===== src/rtl/booth_share_ctrl.sv =====
// Shares one sequential Booth multiplier core between two requesters.
// Round-robin grant, operand latch, start pulse, watchdog on the core's done,
// and a one-cycle tagged response.
module booth_share_ctrl #(
  parameter int unsigned WIDTH   = 8,
  parameter int unsigned TIMEOUT = 31
) (
  input  logic                 clk,
  input  logic                 rst,
  input  logic [1:0]           req_valid,
  input  logic [WIDTH-1:0]     req_a0,
  input  logic [WIDTH-1:0]     req_b0,
  input  logic [WIDTH-1:0]     req_a1,
  input  logic [WIDTH-1:0]     req_b1,
  output logic [1:0]           req_ready,
  output logic                 rsp_valid,
  output logic                 rsp_id,
  output logic [2*WIDTH-1:0]   rsp_product,
  output logic                 rsp_err,
  output logic                 busy,
  output logic                 mul_start,
  output logic [WIDTH-1:0]     mul_multiplicand,
  output logic [WIDTH-1:0]     mul_multiplier,
  input  logic                 mul_done,
  input  logic [2*WIDTH-1:0]   mul_product
);

  localparam int unsigned TW = $clog2(TIMEOUT + 1);

  typedef enum logic [1:0] {StIdle, StIssue, StWait, StResp} state_e;

  state_e               state_q, state_d;
  logic                 last_q;       // requester granted most recently
  logic                 id_q;         // owner of the job in flight
  logic [TW-1:0]        timer_q;
  logic [WIDTH-1:0]     opa_q, opb_q;
  logic                 rsp_id_q, rsp_err_q;
  logic [2*WIDTH-1:0]   rsp_product_q;

  logic                 accept;
  logic                 grant_id;
  logic                 timeout_hit;

  assign accept      = |req_ready;
  assign grant_id    = req_ready[1];
  assign timeout_hit = (timer_q == TW'(TIMEOUT - 1));

  // Round-robin grant, only offered while idle and out of reset
  always_comb begin
    req_ready = 2'b00;
    if (state_q == StIdle && !rst) begin
      unique case (req_valid)
        2'b01:   req_ready = 2'b01;
        2'b10:   req_ready = 2'b10;
        2'b11:   req_ready = last_q ? 2'b01 : 2'b10;
        default: req_ready = 2'b00;
      endcase
    end
  end

  // State register
  always_ff @(posedge clk or posedge rst) begin
    if (rst) begin
      state_q <= StIdle;
    end else begin
      state_q <= state_d;
    end
  end

  // Next-state logic; done takes priority over the watchdog
  always_comb begin
    state_d = state_q;
    unique case (state_q)
      StIdle:  if (accept) state_d = StIssue;
      StIssue: state_d = StWait;
      StWait:  if (mul_done || timeout_hit) state_d = StResp;
      StResp:  state_d = StIdle;
      default: state_d = StIdle;
    endcase
  end

  // State-decoded outputs
  always_comb begin
    busy      = (state_q != StIdle);
    mul_start = (state_q == StIssue);
    rsp_valid = (state_q == StResp);
  end

  // Operand latch, watchdog timer and response capture
  always_ff @(posedge clk or posedge rst) begin
    if (rst) begin
      last_q        <= 1'b1;  // so requester 0 wins the first contested grant
      id_q          <= 1'b0;
      timer_q       <= '0;
      opa_q         <= '0;
      opb_q         <= '0;
      rsp_id_q      <= 1'b0;
      rsp_err_q     <= 1'b0;
      rsp_product_q <= '0;
    end else begin
      unique case (state_q)
        StIdle: begin
          if (accept) begin
            opa_q  <= grant_id ? req_a1 : req_a0;
            opb_q  <= grant_id ? req_b1 : req_b0;
            id_q   <= grant_id;
            last_q <= grant_id;
          end
        end
        StIssue: timer_q <= '0;
        StWait: begin
          timer_q <= timer_q + 1'b1;
          if (mul_done) begin
            rsp_product_q <= mul_product;
            rsp_err_q     <= 1'b0;
            rsp_id_q      <= id_q;
          end else if (timeout_hit) begin
            rsp_product_q <= '0;
            rsp_err_q     <= 1'b1;
            rsp_id_q      <= id_q;
          end
        end
        default: ;
      endcase
    end
  end

  assign mul_multiplicand = opa_q;
  assign mul_multiplier   = opb_q;
  assign rsp_id           = rsp_id_q;
  assign rsp_err          = rsp_err_q;
  assign rsp_product      = rsp_product_q;

endmodule

===== config.mk =====
export PLATFORM = sky130hd
export DESIGN_NAME = booth_share_ctrl
export DESIGN_NICKNAME = d
export VERILOG_FILES = /design/src/rtl/booth_share_ctrl.sv
export SDC_FILE = /design/constraint.sdc
export NUM_CORES = 1
export LEC_CHECK = 0
export CAP_MARGIN = 10
export CORE_MARGIN = 2
export CORE_UTILIZATION = 30
export CTS_CLUSTER_SIZE = 10
export DETAILED_ROUTE_END_ITERATION = 8
export HOLD_SLACK_MARGIN = 0.06
export PLACE_DENSITY = 0.69
export REMOVE_ABC_BUFFERS = 1
export SYNTH_ARGS = -nofsm -noshare
export SYNTH_HDL_FRONTEND = slang
export SYNTH_SLANG_ARGS = --single-unit

===== constraint.sdc =====
create_clock -name clk -period 3.53 [get_ports clk]
set_input_delay 0.353 -clock clk [delete_from_list [all_inputs] [get_ports clk]]
set_output_delay 0.353 -clock clk [all_outputs]
set_load 0.02 [all_outputs]

### Word-level counts from Yosys, hierarchy flattened

Cells that the tools add are included.
W data, S select, Z words.

* register bits after elaboration: 43
* input port bits: 53
* output and inout port bits: 39
* word-level logic and storage cells: 45

* $add $sub $neg: 1
* equality and inequality tests: 9
* muxes and demuxes: 15
* reductions and logical operators: 11

Operators by type and width (count)
* $mux W16: 2
* $mux W8: 2
* $pmux W5 S2: 1
* $eq A2 B2 Y1 const B: 4
* $mux W2: 4
* $pmux W2 S4: 1
* $pmux W2 S3: 1
* $reduce_and A2 Y1: 3
* $reduce_bool A2 Y1: 3
* $add A5 B1 Y5 const B: 1
* $eq A5 B5 Y1 const B: 1
* $eq A2 B1 Y1 const B: 2
* $mux W1: 4
* $ne A2 B2 Y1 const B: 2
* $logic_not A2 Y1: 1
* $reduce_or A2 Y1: 1
* $logic_and A1 B1 Y1: 1
* $logic_not A1 Y1: 1
* $logic_or A1 B1 Y1: 1

### Depth between registers and ports, before layout

Gate-level depths: netlist of run 1.

* depth after elaboration: 6
* depth in mapped cells: 9
* gate-level depth less buffers: 7

### Worst setup path after synthesis of run 1

Ideal clock, no wire load.

* path type: reg-to-reg
* from: reg state_q[0]
* to: reg state_q[1]
* setup time: 0.128 ns
* arrival time: 1.540 ns
* data required time: 3.402 ns
* path slack: 1.862 ns
* cell stages (with the launch flop): 8
* path buffers: 1
* clock period less this slack: 1.668 ns
* cell sequence: dfrtp_1 > inv_1 > ha_1 > nor2b_1 > o21a_1 > buf_2 > a2bb2oi_2 > mux2_1

* word-level cells in the longest chain between the ends: 6
* elaborated cells between the ends (all ways): 11
* classes of those cells: 5 x eq/ne; 2 x mux; 4 x reduce/logical

Ends and longest elaborated chain
* start, declared: line 32 `state_e state_q, state_d;`
* start signal, assigned: line 64 `state_q <= StIdle;`
* start signal, assigned: line 66 `state_q <= state_d;`
* $logic_not A2 Y1: line 51, 73
* $logic_and A1 B1 Y1: line 51 `if (state_q == StIdle && !rst) begin`
* $mux W2: line 51
* $reduce_or A2 Y1: line 44 `assign accept = |req_ready;`
* $ne A2 B2 Y1 (no source line)
* $reduce_and A2 Y1 (no source line)

Several ways; a longest one is shown, not always the timed one.
A chain may end at the register's enable or synchronous reset.

### Worst setup path in the final report of run 1

* from: reg state_q[0]
* to: out req_ready[0]

* word-level cells in the longest chain between the ends: 3

Ends and longest elaborated chain
* $logic_not A2 Y1: line 51
* $logic_and A1 B1 Y1: line 51
* $mux W2: line 51
* end, declared: line 15 `output logic [1:0] req_ready,`

Every way passes these cells.

==> results.md, run 1 <==
* Leak at 1.306 nW
* CTS Buf Count at 5
* Skew final at 2.637 ps
* HP Class: reg -> reg
* Mux share of post-synthesis cell area at 0.005758
* Overall via count from detail_route at between 1500 and 2000
* Post-synthesis xor/xnor area fraction at 0
* Clk Latency, worst-skew pair at about 280 ps
* Vias per cell at about 4.6
* Adder-cell share of the synthesized area at 0.04479
* Fmax at 0.4083 GHz
* Setup-failing EPs final at 0
* Syn. warnings at 0
* Tcrit/Tclk final at 0.6938
* Vias in the first global route at between 1500 and 2000
* Site Rows at 29
* Slowest stage delay, CP at 640 ps
* Yosys top cell by area: dfrtp_1
* RD Place Congestion at approximately 0.76
* Mapped Area at roughly 2000 um2
* Clk slew on worst S/H paths at about 80 ps
* P per Cell Area at 830.5 nW/um2
* Total track usage at 0.1306
* CP required at about 3200 ps
* Die Y at 84.74 um
* Simple-Gate Fraction of Synth Area at 0.1440
* I/O pin count at 92
* Clock buffer depth at 2
* Total Negative Setup Slacks at 0 ps
* # diodes at 0
* Post-synthesis async set-or-reset flop share at 1.000
* Endpoints failing hold at 0
* Area grow syn2layout at 53.61%
* Core area at 6314 um2
* Post-route ant nets at 0
* Post-DR wirelength/cell at roughly 12 um
* DRC at 0
* Sequential area share after synthesis at 0.5509
* Starting Density at 0.3098
* DR pass1 iterations at 6
* Routed WL at about 4400 um
* Iter 0 DRT Violations at 68
* Slew HR at 0.4193
* Synth top area cells: dfrtp_1, nand2_1, a22o_1
* Number of gates resized after CTS at 0
* Status: completed
* #FFs+latches synth at 43
* Initial antenna violation count at 0
* Worst slew pin tran at slightly below 900 ps
* Avg Cell Area, Syn at about 10 um2
* Most used DFF post-synth: dfrtp_1
* Synth unique cells at 28
* Fillers at around 600
* Post-detail-place hpwl at around 3200 um
* Share of cells above drive strength 1 at 0.05714
* CP Launch Type: flop
* Largest family of logic cells by synthesized area: compound AO/OA/AOI/OAI gates
* Congestion Overflow GR at 0
* Area occupied by multi-input gates at ~740 um2
* Worst-path fanout max at 4
* Worst Setup End Kind: primary output
* Die Wd at 84.74 um
* Fin util at 0.4758
* Tmin final at between 2000 and 2500 ps
* Slew Limit Fails at 0
* Post-synth top cells: dfrtp_1, nand2_1, nor2_1, a22o_1, a31oi_1
* Post-route cell area at ~3000 um2
* Post-synthesis cell count at 192
* Die area at 7181 um2
* Critical path data arrival time at 2100 ps
* First-pass GRT wire length at 7541 um
* CTS Sinks at 43
* Post-synthesis compound-gate area fraction at 0.1843
* Htree depth at 2
* IO Port Bufs at between 90 and 100
* Max-cap violation count at 0
* Placed cell areas at a little under 3000 um2
* Most common cell in the synthesized netlist: dfrtp_1
* Setup bufs post-CTS at 0
* Register Area at between 1000 and 1500 um2
* Critical path class: reg -> out
* Crit path cell chain: inv_1 -> ha_1 -> nor2b_1 -> nand2_1 -> a21oi_1 -> clkdlybuf4s50_1
* Hold_buf cts at 0
* Top cell type's share of synthesized area at 0.5374
* Largest net degree at the start of global routing at 44
* VDD IR max at approximately 0.32 mV
* Nets at ~340
* Root Driver: clkbuf_8
* CTS tree: done
* CP max-delay cell: clkdlybuf4s50_1
* RSZ-0062 raised after global routing: no
* Number of flops mapped to enable cells by yosys at 0
worst max-delay path, delay by kind of cell, from the launching register on:
kind | cells | cell delay [ps]
buffers and inverters | 2 | 760
adder cells (fa/ha/maj) | 1 | 190
AO/OA/AOI/OAI | 1 | 180
AND/OR/NAND/NOR | 2 | 270
flip-flops | 1 | 420
cell families (layout without fill, tap and decap cells):
logic type	count (synthesis)	in the layout
compound gates	49	49
flops	43	43
simple gates	68	68
mux	1	1
buf+inv	24	112
fa+ha+maj	7	7
stage by stage:
stage | instances | hold slack, ps | power, mW | setup WS (ps)
finish | 357 | 486.8 | 2.495 | 1081
global route | 357 | 526.0 | 2.701 | 923.1
CTS | 357 | 497.8 | 2.540 | 1059
detailed placement | 349 | 479.2 | 2.141 | 1202
global placement | 349 | 472.6 | 2.120 | 1220
floorplan | 179 | 470.6 | 1.541 | 1429
layer usage:
layer | part of all wire | up-vias | track usage | routed length, um
met5 | 0 | - | 0 | 0
li1 | - | 827 | - | -
met4 | 0.0053 | 0 | 0.03896 | 23
met1 | 0.45 | 744 | 0.1600 | 1956
met2 | 0.45 | 63 | 0.2133 | 1981
met3 | 0.093 | 2 | 0.05113 | 408
sequential cells by signal (all words and copies together), names as in the netlist:
| register | cells |
|---|---|
| rsp_product | 16 |
| mul_multiplicand | 8 |
| mul_multiplier | 8 |
| timer_q | 5 |
| state_q | 2 |
| id_q | 1 |
| last_q | 1 |
| rsp_err | 1 |
| rsp_id | 1 |
layout by cell type, fill, tap and decap left out:
| master | count |
|---|---|
| dfstp_2 | 1 |
| nor3_1 | 2 |
| a41oi_2 | 1 |
| nand2b_4 | 1 |
| a21o_1 | 3 |
| ha_1 | 7 |
| clkbuf_8 | 6 |
| mux2_1 | 1 |
| nor2_1 | 17 |
| o21ai_0 | 6 |
| inv_2 | 1 |
| nor2b_1 | 1 |
| inv_6 | 1 |
| clkinv_2 | 1 |
| inv_1 | 9 |
| dfrtp_1 | 42 |
| nand2_1 | 41 |
| o21a_1 | 2 |
| o21ai_1 | 1 |
| a2bb2oi_2 | 1 |
| a22o_1 | 16 |
| a21oi_1 | 2 |
| and2_1 | 1 |
| bufinv_16 | 1 |
| nand3_1 | 4 |
| buf_4 | 2 |
| clkdlybuf4s50_1 | 91 |
| a31oi_1 | 16 |
| o22ai_1 | 1 |
| nand3b_1 | 1 |
path summary, 6_finish.rpt:
kind,start,endpoint,slack [ps],cells past startpoint
worst max-delay path,state_q[0],req_ready[0],1080,6
worst max register to register,state_q[0],state_q[1],1550,7
worst min register to register,rsp_id,rsp_id,490,2
min in group asynchronous,rst,state_q[0],600,2
max in group asynchronous,rst,timer_q[3],2360,2
worst min-delay path,rsp_id,rsp_id,490,2
report_power, final:
part           total, mW  switching (mW)  internal [mW]  leakage, nW
sequential         0.832           0.117          0.715        0.515
combinational       1.28           0.651          0.629        0.730
clock              0.384           0.155          0.229       0.0612
final cells by class:
cell class / count / area share
Inverter: 11 / 0.01541
Clock buffer: 6 / 0.02749
Multi-Input combinational cell: 125 / 0.2466
Timing Repair Buffer: 93 / 0.3082
Sequential cell: 43 / 0.3586
Clock inverter: 2 / 0.01166
Tap cell: 77 / 0.03207
Power figures use the tool's default switching activity.
==> run 2, diff against run 1 <==
- clock period: 3.53 -> 2.6 ns (I/O delays scaled with it)
==> results.md, run 2 (synthesis gave the netlist of run 1 again) <==
* Top delay family on crit path: buffers and inverters
* Fin util at 0.4730 (-0.002774)
* Worst Setup SP: state_q[0]
* CP required at 2340 ps (-840 ps)
* Tmin final at ~2400 ps
* Setup-failing EPs final at 0 (unchanged)
* VDD IR max at 0.4356 mV (+35%)
* P per Cell Area at 1116 nW/um2 (+34%)
* Tcrit/Tclk final at 0.9125
* Die Y at 84.74 um (unchanged)
* Congestion Overflow GR at 0 (unchanged)
* IO Port Bufs at 91 (unchanged)
* Vias in the first global route at 1633 (-2.6%)
* Root Driver: clkbuf_8
* Htree depth at 2 (unchanged)
* Starting Density at 0.3098 (unchanged)
* Crit path cell chain: inv_1 -> ha_1 -> nand3b_1 -> a21o_1 -> inv_6 -> clkdlybuf4s50_1
* Share of cells above drive strength 1 at 0.05357 (-0.003571)
* Die Wd at 84.74 um (unchanged)
* Initial antenna violation count at 0 (unchanged)
* Status: completed
* Most common cell after layout, fill and taps aside: clkdlybuf4s50_1
* RD Place Congestion at 0.7560 (-0.89%)
* Fmax at around 0.42 GHz
* Worst Setup End Kind: primary output
* Critical path data arrival time at 2110 ps (about the same)
* Core area at 6314 um2 (unchanged)
* Site Rows at 29 (unchanged)
* Nets at 339 (unchanged)
* CP bufs+invs at 3 (+1)
* Slew Limit Fails at 0 (unchanged)
* Clock buffer depth at 2 (unchanged)
* Iter 0 DRT Violations at 36 (-47%)
* Post-detail-place hpwl at 3305 um (+2.0%)
* CP Launch Type: flop
* Critical path class: reg -> out
* Vias per cell at 4.647 (+1.4%)
* Post-route ant nets at 0 (unchanged)
* Post-DR wirelength/cell at 12.96 um (+5.9%)
* Commonest non-fill, non-tap cells in the layout: clkdlybuf4s50_1, dfrtp_1, nand2_1
* Area grow syn2layout at 52.72%
* DRC at 0 (unchanged)
* CTS tree: done
* CTS Sinks at 43 (unchanged)
* Fillers at 633 (+3.3%)
* Worst slew pin tran at 881.6 ps (+10.57 ps)
* Hold_buf cts at 0 (unchanged)
* Endpoints failing hold at 0 (unchanged)
* CP max-delay cell: clkdlybuf4s50_1
* Slew HR at 0.4114 (-0.007902)
* Total track usage at 0.1323 (+0.001744)
* Largest net degree at the start of global routing at 44 (unchanged)
* Max FFs per register at 16 (unchanged)
* RSZ-0062 raised after global routing: no
* # diodes at 0 (unchanged)
* Clk slew on worst S/H paths at 80 ps (about the same)
* R2r endpoint: rsp_product[0]
* First-pass GRT wire length at 7534 um (about the same)
* CTS Buf Count at 5 (unchanged)
* Hold-critical path depth at 2 (unchanged)
* Number of gates resized after CTS at 0 (unchanged)
* Hold Startpoint: rsp_id
* Overall via count from detail_route at 1659 (+1.4%)
* Worst-path fanout max at 17 (+13)
* Total Negative Setup Slacks at 0 ps (unchanged)
* Clk Latency, worst-skew pair at 290 ps (about the same)
* Skew final at 2.422 ps (-0.2150 ps)
* WHS Endpoint: rsp_id
* I/O pin count at 92 (unchanged)
* Origin of the critical flop-to-flop path: state_q[0]
* Leak at 1.296 nW (-0.74%)
* Slowest stage delay, CP at 630 ps (about the same)
* Setup bufs post-CTS at 0 (unchanged)
* Die area at 7181 um2 (unchanged)
* DR pass1 iterations at 4 (-2)
* Max-cap violation count at 0 (unchanged)
* Flop-to-flop setup slack at 750 ps (-800 ps)
* HP Class: reg -> reg
* Routed WL at 4627 um (+5.9%)
* Register-to-Register Path Depth at 4 (-3)
-- run 2: changes by cell type in the layout (fill, tap and decap cells not counted), sizes merged --
cell	delta
clkbuf	+2
bufinv	-1
clkinv	-1
-- run 2: metal layers --
layer | global-route usage | routed length, um
met1 | 0.1565 | 1974
met2 | 0.2233 | 2194
met3 | 0.05408 | 436
met4 | 0.03463 | 21
met5 | 0 | 0
-- run 2: area by class of cell --
cell class	count	area, um2	share of cell area
Timing Repair Buffer	93	925.9	0.3100
Inverter	11	46.29	0.01550
Sequential cell	43	1077	0.3607
Clock buffer	8	100.1	0.03351
Multi-Input combinational cell	125	740.7	0.2480
Tap cell	77	96.34	0.03226
-- run 2: worst max path at each step --
stage,slack [ps],cells past startpoint,to
after floorplan,500,6,state_q[1]
after global placement,480,5,req_ready[1]
after detailed placement,410,5,req_ready[1]
after CTS,200,6,req_ready[1]
after global routing,80,6,req_ready[1]
final,230,6,req_ready[1]
-- run 2: metrics by stage --
stage / instance area, um2 / worst slack [ps] / total power [mW] / std cells / hold WS [ps]
after floorplan: 1864 / 499.0 / 2.093 / 179 / 392.6
after global placement: 2887 / 477.2 / 2.882 / 349 / 471.5
after detailed placement: 2887 / 408.9 / 2.912 / 349 / 493.3
after CTS: 2987 / 196.6 / 3.392 / 357 / 510.1
after global routing: 2987 / 83.64 / 3.585 / 357 / 515.5
final: 2987 / 227.6 / 3.333 / 357 / 505.6
-- run 2: worst register-to-register path: cells and delay by family, from the launching register on --
| kind | cells | cell delay, ps |
|---|---|---|
| AND/OR/NAND/NOR | 1 | 610 |
| flip-flops | 1 | 420 |
| adder cells (fa/ha/maj) | 1 | 420 |
| AO/OA/AOI/OAI | 1 | 230 |
| buffers and inverters | 1 | 120 |
-- run 2: where the power goes --
| group | switching (mW) | total, mW | internal [mW] |
|---|---|---|---|
| Combinational | 0.890 | 1.74 | 0.854 |
| Clock | 0.214 | 0.456 | 0.242 |
| Sequential | 0.162 | 1.13 | 0.971 |
